==> src/rtl/edge_event_pkg.sv <==
// Shared definitions for the edge event recorder: event word layout, drop counter
// width and the capture state encoding.
package edge_event_pkg;

  // Drop counter width; the counter saturates at its all-ones value.
  localparam int unsigned DROP_W = 8;

  // Event word is {a_now, b_now, a_chg, b_chg, timestamp}. The timestamp starts at
  // TS_LSB; the flag offsets are relative to the bit just above the timestamp, so the
  // absolute position of a flag is TS_W + <offset>.
  localparam int unsigned TS_LSB = 0;
  localparam int unsigned B_CHG  = 0;
  localparam int unsigned A_CHG  = 1;
  localparam int unsigned B_NOW  = 2;
  localparam int unsigned A_NOW  = 3;
  localparam int unsigned FLAG_W = 4;

  // PRIME only seeds the sample registers; RUN allows event detection.
  typedef enum logic [0:0] {
    StPrime = 1'b0,
    StRun   = 1'b1
  } rec_state_e;

  // Assemble the flag nibble that sits above the timestamp in an event word.
  function automatic logic [FLAG_W-1:0] pack_flags(input logic a_now,
                                                   input logic b_now,
                                                   input logic a_chg,
                                                   input logic b_chg);
    logic [FLAG_W-1:0] flags;
    flags        = '0;
    flags[A_NOW] = a_now;
    flags[B_NOW] = b_now;
    flags[A_CHG] = a_chg;
    flags[B_CHG] = b_chg;
    return flags;
  endfunction

endpackage

==> src/rtl/edge_event_recorder_if.sv <==
// Read-side handshake of the edge event recorder. The recorder drives the master
// modport; the consumer of recorded events uses the slave modport.
interface edge_event_recorder_if #(
  parameter int unsigned TS_W = 12
);

  localparam int unsigned WORD_W = TS_W + edge_event_pkg::FLAG_W;

  logic              rd_valid;
  logic              rd_ready;
  logic [WORD_W-1:0] rd_data;

  modport master (
    output rd_valid,
    output rd_data,
    input  rd_ready
  );

  modport slave (
    input  rd_valid,
    input  rd_data,
    output rd_ready
  );

endinterface

==> src/rtl/event_fifo.sv <==
// Synchronous first-in first-out buffer with occupancy count. Pointers wrap modulo
// DEPTH, which must be a power of two.
module event_fifo #(
  parameter int unsigned WIDTH = 16,
  parameter int unsigned DEPTH = 8
) (
  input  logic                     clock,
  input  logic                     reset,
  input  logic                     push,
  input  logic [WIDTH-1:0]         wdata,
  input  logic                     pop,
  output logic [WIDTH-1:0]         rdata,
  output logic                     full,
  output logic                     empty,
  output logic [$clog2(DEPTH):0]   level
);

  localparam int unsigned AW = $clog2(DEPTH);
  localparam int unsigned CW = AW + 1;
  localparam logic [CW-1:0] FULL_LEVEL = DEPTH[CW-1:0];

  logic [WIDTH-1:0] mem_q [DEPTH];
  logic [AW-1:0]    wptr_q;
  logic [AW-1:0]    rptr_q;
  logic [CW-1:0]    count_q;
  logic             do_push;
  logic             do_pop;

  // A pop needs data; a push needs a free slot or a slot freed by this cycle's pop.
  always_comb begin
    full    = (count_q == FULL_LEVEL);
    empty   = (count_q == '0);
    do_pop  = pop && !empty;
    do_push = push && (!full || do_pop);
    rdata   = mem_q[rptr_q];
    level   = count_q;
  end

  // Pointer and occupancy update; reset discards everything, including a same-cycle pop.
  always_ff @(posedge clock) begin
    if (reset) begin
      wptr_q  <= '0;
      rptr_q  <= '0;
      count_q <= '0;
    end else begin
      if (do_push) begin
        wptr_q <= wptr_q + AW'(1);
      end
      if (do_pop) begin
        rptr_q <= rptr_q + AW'(1);
      end
      case ({do_push, do_pop})
        2'b10:   count_q <= count_q + CW'(1);
        2'b01:   count_q <= count_q - CW'(1);
        default: count_q <= count_q;
      endcase
    end
  end

  // Storage write; contents need no reset since they are only seen while not empty.
  always_ff @(posedge clock) begin
    if (do_push) begin
      mem_q[wptr_q] <= wdata;
    end
  end

endmodule

==> src/rtl/edge_event_recorder.sv <==
// Edge event recorder: watches two synchronous signals, timestamps every cycle in
// which either changes, and queues the events for a valid/ready consumer. Events
// that find the queue full are dropped and counted.
module edge_event_recorder
  import edge_event_pkg::*;
#(
  parameter int unsigned DEPTH = 8,
  parameter int unsigned TS_W  = 12
) (
  input  logic                        clock,
  input  logic                        reset,
  input  logic                        enable,
  input  logic                        a_in,
  input  logic                        b_in,
  input  logic                        clr_ovf,
  edge_event_recorder_if.master       rd,
  output logic                        overflow,
  output logic [DROP_W-1:0]           drop_count,
  output logic [$clog2(DEPTH):0]      level
);

  localparam int unsigned WORD_W = TS_W + FLAG_W;

  rec_state_e        state_q;
  logic              a_q;
  logic              b_q;
  logic [TS_W-1:0]   ts_q;

  logic              detect;
  logic [WORD_W-1:0] evt_word_d;
  logic              evt_valid_q;
  logic [WORD_W-1:0] evt_word_q;

  logic              fifo_full;
  logic              fifo_empty;
  logic [WORD_W-1:0] fifo_rdata;
  logic              pop_now;
  logic              drop;

  logic              overflow_q;
  logic [DROP_W-1:0] drop_q;

  // Capture state: one PRIME cycle after reset release, then RUN until the next reset.
  always_ff @(posedge clock) begin
    if (reset) begin
      state_q <= StPrime;
    end else begin
      unique case (state_q)
        StPrime: state_q <= StRun;
        StRun:   state_q <= StRun;
        default: state_q <= StPrime;
      endcase
    end
  end

  // Previous-cycle samples of the observed signals; these track even when disabled.
  always_ff @(posedge clock) begin
    if (reset) begin
      a_q <= 1'b0;
      b_q <= 1'b0;
    end else begin
      a_q <= a_in;
      b_q <= b_in;
    end
  end

  // Free-running timestamp, independent of enable, wrapping at 2^TS_W.
  always_ff @(posedge clock) begin
    if (reset) begin
      ts_q <= '0;
    end else begin
      ts_q <= ts_q + TS_W'(1);
    end
  end

  // Change detection; a simultaneous a/b change folds into a single event word.
  always_comb begin
    detect     = (state_q == StRun) && enable && ((a_in != a_q) || (b_in != b_q));
    evt_word_d = {pack_flags(a_in, b_in, a_in ^ a_q, b_in ^ b_q), ts_q};
  end

  // Event stage register: the detected word is offered to the queue one cycle later.
  always_ff @(posedge clock) begin
    if (reset) begin
      evt_valid_q <= 1'b0;
    end else begin
      evt_valid_q <= detect;
    end
    if (detect) begin
      evt_word_q <= evt_word_d;
    end
  end

  // A full queue still accepts the event when the consumer pops in the same cycle.
  always_comb begin
    pop_now = rd.rd_ready && !fifo_empty;
    drop    = evt_valid_q && fifo_full && !pop_now;
  end

  event_fifo #(
    .WIDTH (WORD_W),
    .DEPTH (DEPTH)
  ) u_event_fifo (
    .clock (clock),
    .reset (reset),
    .push  (evt_valid_q),
    .wdata (evt_word_q),
    .pop   (rd.rd_ready),
    .rdata (fifo_rdata),
    .full  (fifo_full),
    .empty (fifo_empty),
    .level (level)
  );

  // Sticky overflow flag and saturating drop counter; a clear beats a coincident drop.
  always_ff @(posedge clock) begin
    if (reset || clr_ovf) begin
      overflow_q <= 1'b0;
      drop_q     <= '0;
    end else if (drop) begin
      overflow_q <= 1'b1;
      if (drop_q != '1) begin
        drop_q <= drop_q + DROP_W'(1);
      end
    end
  end

  // Read-side and status outputs.
  always_comb begin
    rd.rd_valid = !fifo_empty;
    rd.rd_data  = fifo_rdata;
    overflow    = overflow_q;
    drop_count  = drop_q;
  end

endmodule

==> src/flat_wrapper.sv <==
// flat-port wrapper written by rule: the top's interface ports become plain ports
module edge_event_recorder_flat import edge_event_pkg::*;
#(
  parameter int unsigned DEPTH = 8,
  parameter int unsigned TS_W  = 12
)
  (clock, reset, enable, a_in, b_in, clr_ovf, overflow, drop_count, level, rd_rd_valid, rd_rd_data, rd_rd_ready);
  edge_event_recorder_if #(.TS_W(TS_W)) rd_i ();
  input  logic clock;
  input  logic reset;
  input  logic enable;
  input  logic a_in;
  input  logic b_in;
  input  logic clr_ovf;
  output logic overflow;
  output logic [DROP_W-1:0] drop_count;
  output logic [$clog2(DEPTH):0] level;
  output wire logic [$bits(rd_i.rd_valid)-1:0] rd_rd_valid;
  output wire logic [$bits(rd_i.rd_data)-1:0] rd_rd_data;
  input wire logic [$bits(rd_i.rd_ready)-1:0] rd_rd_ready;
  assign rd_rd_valid = rd_i.rd_valid;
  assign rd_rd_data = rd_i.rd_data;
  assign rd_i.rd_ready = rd_rd_ready;
  edge_event_recorder #(.DEPTH(DEPTH), .TS_W(TS_W)) u_core (.clock(clock), .reset(reset), .enable(enable), .a_in(a_in), .b_in(b_in), .clr_ovf(clr_ovf), .rd(rd_i), .overflow(overflow), .drop_count(drop_count), .level(level));
endmodule
==> config.mk <==
export PLATFORM = sky130hd
export DESIGN_NAME = edge_event_recorder_flat
export DESIGN_NICKNAME = d
export VERILOG_FILES = /design/src/rtl/edge_event_pkg.sv /design/src/rtl/edge_event_recorder_if.sv /design/src/rtl/event_fifo.sv /design/src/rtl/edge_event_recorder.sv /design/src/flat_wrapper.sv
export SDC_FILE = /design/constraint.sdc
export NUM_CORES = 1
export LEC_CHECK = 0
export ABC_AREA = 1
export CAP_MARGIN = 25
export CORE_UTILIZATION = 30
export DETAILED_ROUTE_END_ITERATION = 7
export SLEW_MARGIN = 15
export SYNTH_ARGS = -nofsm -noshare
export SYNTH_HDL_FRONTEND = slang
export SYNTH_SLANG_ARGS = --single-unit
==> constraint.sdc <==
create_clock -name clock -period 2.2 [get_ports clock]
set_clock_uncertainty 0.1 [all_clocks]
set_input_delay 0.44 -clock clock [delete_from_list [all_inputs] [get_ports clock]]
set_output_delay 0.44 -clock clock [all_outputs]
set_load 0.03 [all_outputs]
==> results.md <==
* Leakage at 0.00321 uW
* IO Count at 37
* Mean Syn Cell Area at 11.7 um^2
* Crit Path Max Fanout at 27
* Utilization after layout at 38.5%
* Reg-to-reg endpoint: u_core.u_event_fifo.mem_q[6][13]
* Fmax at between 400 and 500 MHz
* Initial core utilization at 30.6%
* Placed Cells at approximately 970
* Final instance area at 9040 um^2
* Yosys cell types at 29
* Clk Latency, worst-skew pair at between 400 and 500 ps
* Root Driver: clkbuf_16
* Post-Place Cell Area at 8140 um^2
* Total Wirelength at about 16000 um
* Via/cell ratio at roughly 4.6
* Row count at 56
* CP endpoint: rd_rd_data[8]
* ANT cells at 0
* Status: finished with violations
* Slew Limit Fails at 0
* Hold WC Path Type: flip-flop to flip-flop
* Vias at 4600
* Failing checks: setup timing
* Post-synth EDFFs at 144
* CP Launch Type: flip-flop
* Residual DRC at 0
* Max Cap Violations at 0
* # setup viols final at 10
* Final net count at 689
* H-Tree Level Count at 4
* FF-to-FF setup slack at 380 ps
* Initial antenna violation count at 0
* Worst-Margin Slew at 369 ps
* Syn Inst Count at roughly 620
* Share of the synthesized area in the top cell type at 60.1%
* Total power at roughly 10000 uW
* Synth async-reset ratio at 0%
* Buffers on Ports at 36
* CTS tree: yes
* R2R Path Start: u_core.u_event_fifo.level[2]
* PnR worst setup slack at -30.5 ps
* Seq/Total Area, Yosys at 70.7%
* Mapped Nets at 629
* Max IR drop VDD at around 0.66 mV
* Die width at 157 um
* Crit Path Category: flip-flop to output pin
* Tmin final at 2230 ps
* GP Congestion at roughly 0.75
* DPL Wire Length at 8790 um
* Area Growth Syn to Fin at 25.6%
* Die Height at roughly 160 um
* Final period util at 101%
* Synth Cell Area at 7190 um^2
* CTS Buf Count at 17
* Core area at roughly 23000 um^2
* Pin count of the biggest net entering global routing at 33
* Clk slew on worst S/H paths at 60 ps
* Worst Setup End Kind: output pin
* Die area at between 20000 and 25000 um^2
* Fillcell total at 2280
* Avg WL per Cell at 15.6 um
* Congestion Overflow GR at 0
* GR Util All Layers at between 10% and 20%
* Multi-input logic area at 1980 um^2
* Sequential cell area at 5090 um^2
* DR iter-0 viols at 363
* RSZ-0062 raised after global routing: true
* CTS Buffer Depth at 2
* Top post-synthesis cells by area: edfxtp_1 60%, dfxtp_1 11%, nor2_1 6.7%, nand2_1 5.1%, o32ai_1 3.9%
* Yosys reg bits at approximately 180
* Cell type with the largest total area after synthesis: edfxtp_1
* Crit path DAT at 1690 ps
* Initial DRT Pass Iterations at 5
* Max transition margin at between 70% and 80%
* Number of global-route vias before repair at ~4500
* # hold bufs at CTS at 0
* Ys flop type: edfxtp_1
* Clock sink count at 182
* Post-DRT Antenna Nets at 0
* Worst Path Required at about 1700 ps
* Layout cells sized above 1 at 17.1%
* First-pass GRT wire length at approximately 24000 um
* PD cells at around 1100 nW/um^2
* R2R cell count at 7
* Final hold vios at 0
* Ys Warns at 0
* Final std cells w/o fill at 1009
cell type report:
class,instances,share of cell area [%]
Inverter,39,1.73
Multi-Input combinational cell,371,21.9
Timing Repair Buffer,66,9.43
Tap cell,319,4.42
Clock buffer,18,4.75
Clock inverter,14,1.37
Sequential cell,182,56.4
worst min-delay path by stage:
| stage | start | endpoint | slack (ps) | cells after the start |
|---|---|---|---|---|
| floorplan | u_core.ts_q[11] | u_core.evt_word_q[11] | 310 | 0 |
| global placement | u_core.ts_q[11] | u_core.evt_word_q[11] | 320 | 0 |
| detailed placement | u_core.ts_q[11] | u_core.evt_word_q[11] | 320 | 0 |
| CTS | u_core.ts_q[11] | u_core.evt_word_q[11] | 330 | 0 |
| global route | u_core.ts_q[11] | u_core.evt_word_q[11] | 340 | 0 |
| finish | u_core.ts_q[11] | u_core.evt_word_q[11] | 330 | 0 |
power by group:
| group | switching, uW | internal [uW] | total [uW] |
|---|---|---|---|
| clock | 1280 | 1570 | 2850 |
| combinational | 1840 | 1350 | 3190 |
| sequential | 157 | 3800 | 3960 |
| total | 3280 | 6710 | 10000 |
worst max-delay path, stage by stage, from the launching register on:
cell and delay (ps):
dfxtp_4 420, buf_12 190, nor2_1 60, o32ai_1 260, nand2_1 110, nand2_2 100, buf_6 130
per-stage QoR:
stage	hold slack [ps]	setup TNS, ps	worst slack, ps
final	330	-134	-30.5
after global routing	340	-1850	-138
after CTS	329	-639	-82.3
after detailed placement	315	-1630	-35.2
after global placement	317	-608	-14.2
after floorplan	308	-7130	-111
state kept, by name (all words and copies together), names as in the netlist, named ones only:
| register | count |
|---|---|
| u_core.b_q | 1 |
| u_core.a_q | 1 |
| u_core.overflow | 1 |
| u_core.ts_q | 12 |
| u_core.u_event_fifo.level | 4 |
| u_core.evt_word_q | 16 |
| u_core.u_event_fifo.mem_q | 128 |
| u_core.u_event_fifo.wptr_q | 3 |
| u_core.drop_count | 8 |
| u_core.u_event_fifo.rptr_q | 3 |
| u_core.state_q | 1 |
| u_core.evt_valid_q | 1 |
timing repair:
item / in CTS / in global routing
cloned: 3 / 1
gates resized for setup: 23 / 31
setup endpoints to repair: 17 / 20
buffers inserted: 2 / 0
cell usage in the layout, fill, tap and decap left out, drive strengths merged, types with 2 or more instances in the layout:
master	netlist	routed
nand4	5	5
inv	38	43
o32ai	32	32
a21oi	20	20
o21ai	42	42
xor2	8	8
xnor2	4	4
edfxtp	144	144
dfxtp	38	38
clkinvlp	0	3
buf	13	45
clkbuf	12	19
or2	2	2
clkinv	1	6
nand2	101	101
nor3	2	2
dlymetal6s2s	0	4
ha	5	5
nor2	132	132
nand3	17	17
clkdlybuf4s50	0	15
cell usage after synthesis, types with 2 or more instances:
library cell,n
nand3_1,13
o21ai_0,41
nand2_4,2
inv_1,37
nand2_1,97
nor3_1,2
xor2_1,8
nand2_2,2
o32ai_1,32
dfxtp_1,38
buf_4,4
nor2_4,2
edfxtp_1,144
nand3_2,4
buf_2,8
a21oi_1,20
xnor2_1,4
nor2_1,128
nor2_2,2
nand4_1,5
clkbuf_1,12
ha_1,5
metal layers:
| metal | vias up | routed length, um | track usage, % | part of all wire, % |
|---|---|---|---|---|
| li1 | 2279 | - | - | - |
| met1 | 2223 | 7220 | 17.5 | 46 |
| met2 | 94 | 7690 | 21.4 | 49 |
| met3 | 4 | 740 | 3.46 | 4.7 |
| met4 | 0 | 68 | 4.30 | 0.43 |
| met5 | - | 0 | 0 | 0 |
cell families after synthesis:
group	count (synthesis)	synth area share, %
AO/OA/AOI/OAI	95	8.30
AND/OR/NAND/NOR	259	14.9
adder cells (fa/ha/maj)	5	0.870
buffers and inverters	64	3.74
flip-flops	182	70.7
XOR/XNOR	12	1.46
Power figures use the tool's default switching activity.
==> RTL edit, RTL diff (same flow settings) <==
Change the package constant `FLAG_W` from 4 to 5.
--- a/src/rtl/edge_event_pkg.sv
+++ b/src/rtl/edge_event_pkg.sv
@@ -15,3 +15,3 @@
   localparam int unsigned A_NOW  = 3;
-  localparam int unsigned FLAG_W = 4;
+  localparam int unsigned FLAG_W = 5;
 
Interface: changed (resized rd_rd_data); port bits go from 37 to 38. No check against the original RTL was run, so the function may have changed too.
==> RTL edit against the original RTL <==
- the flow still finishes with violations (setup timing)
- register-to-register slack improved by 0.06 ns
- sequential cell count did not move
- combinational power is 13% higher
- total power increased by 6.3%
- non-clock buffer count rose by 13
- setup slack got worse by 0.16 ns
- synthesized cell count rose by 0.32%
- design area up 2.9%
- worst hold slack improved by 0.015 ns
- critical path type unchanged
- area after synthesis grew 0.16%
- core utilization is 1.0 points higher
- sequential power barely moved
- routed wire length rose by 4.9%
==> RTL edit: results (changes against the original RTL) <==
STA:
- The post-route worst setup slack is -0.191 ns (was -0.0305 ns).
- The transition time at the pin with the least slew margin came to 0.700 ns (was 0.369 ns).
- The setup total negative slack is -1.75 ns (was -0.134 ns).
- The setup violation total in the final timing report is 16 (was 10).

Route:
- The detailed route wirelength on metal2 is 7960 µm (was 7690 µm).
- The wire length on met1 is 7490 µm (was 7220 µm).
- The first-pass iteration count of the detailed router came to 4 (was 5).
- The total detailed-routing wirelength is 16500 µm (was 15700 µm).
- The met3 wirelength from detailed routing is 858 µm (was 740 µm).
- The detailed router's first-iteration violation count is 410 (was 363).
- The via-per-instance ratio is 4.65 (was 4.56).

Placement:
- The area of placed instances is 8150 µm² (was 8140 µm²).
- The HPWL reported at the end of detailed placement is 8780 µm (was 8790 µm).
- The routability-driven placement congestion ratio is 0.787 (was 0.754).

GRT:
- The total track usage was 12.9% (was 13.4%).
- The pin count of the biggest net entering global routing is 65 (was 33).

Worst setup path:
- The peak fanout along the critical path is 20 (was 27).
- The largest delay contributor family on the critical path is buffers and inverters (was flip-flops).
- The critical path data arrival time was 1.85 ns (was 1.69 ns).
- The highest cell delay on the worst timing path came to 0.39 ns (was 0.42 ns).

Synth:
- The share of the yosys chip area belonging to registers is 70.6% (was 70.7%).
- Largest cells by area after synthesis: edfxtp_1 60%, dfxtp_1 11%, nor2_1 6.7% (unchanged).
- The count of cell types in the netlist is 30 (was 29).
- The adder-cell share of the synthesized area was 0.869% (was 0.870%).
- The total nets after synthesis is 631 (was 629).

Final layout:
- The area taken by multi-input logic gates is 2010 µm² (was 1980 µm²).
- The number of sequential storage elements is 182 (unchanged).
- The buffering overhead was 11.2% (was 9.43%).
- The multi-input logic cell count is 372 (was 371).
- The area taken by flip-flops and latches was 5090 µm² (about the same).
- The count of clock-net buffers in the final layout is 17 (was 18).
- The clock-cell share of area came to 6.43% (was 6.12%).
- The fraction of final layout cells sized beyond drive strength 1 is 19.7% (was 17.1%).

Power:
- The leakage power total was 3.32 nW (was 3.21 nW).
- The worst IR drop on VDD is 0.784 mV (was 0.660 mV).

CTS:
- The post-CTS setup-driven buffer insertion count is 1 (was 2).
- The post-cts sizing count came to 33 (was 23).

Run status:
- Result of the run: finished, violations left (unchanged).
- Violations in the final reports: setup timing (unchanged).
-- RTL edit: worst paths after layout --
| kind | from | end | slack [ns] | cells past startpoint |
|---|---|---|---|---|
| max | flop | rd_rd_data[7] | -0.19 | 7 |
| min | u_core.ts_q[11]$_SDFF_PP0_ | u_core.evt_word_q[11]$_DFFE_PP_ | 0.35 | 0 |
| max reg2reg | u_core.u_event_fifo.level[0]$_SDFFE_PP0P_ | u_core.u_event_fifo.mem_q[0][11]$_DFFE_PP_ | 0.44 | 7 |
| min reg2reg | u_core.ts_q[11]$_SDFF_PP0_ | u_core.evt_word_q[11]$_DFFE_PP_ | 0.35 | 0 |
-- RTL edit: per-layer routing --
metal  global-route usage, %  up-vias
met5                       0        -
met4                    4.15        0
met3                    3.36       15
met2                    20.7      108
met1                    16.9     2317
li1                        -     2319
-- RTL edit: power by group --
part / switching [mW] / total (mW) / internal [mW]
clock network: 1.29 / 3.09 / 1.79
registers: 0.149 / 3.95 / 3.80
logic: 1.98 / 3.59 / 1.61
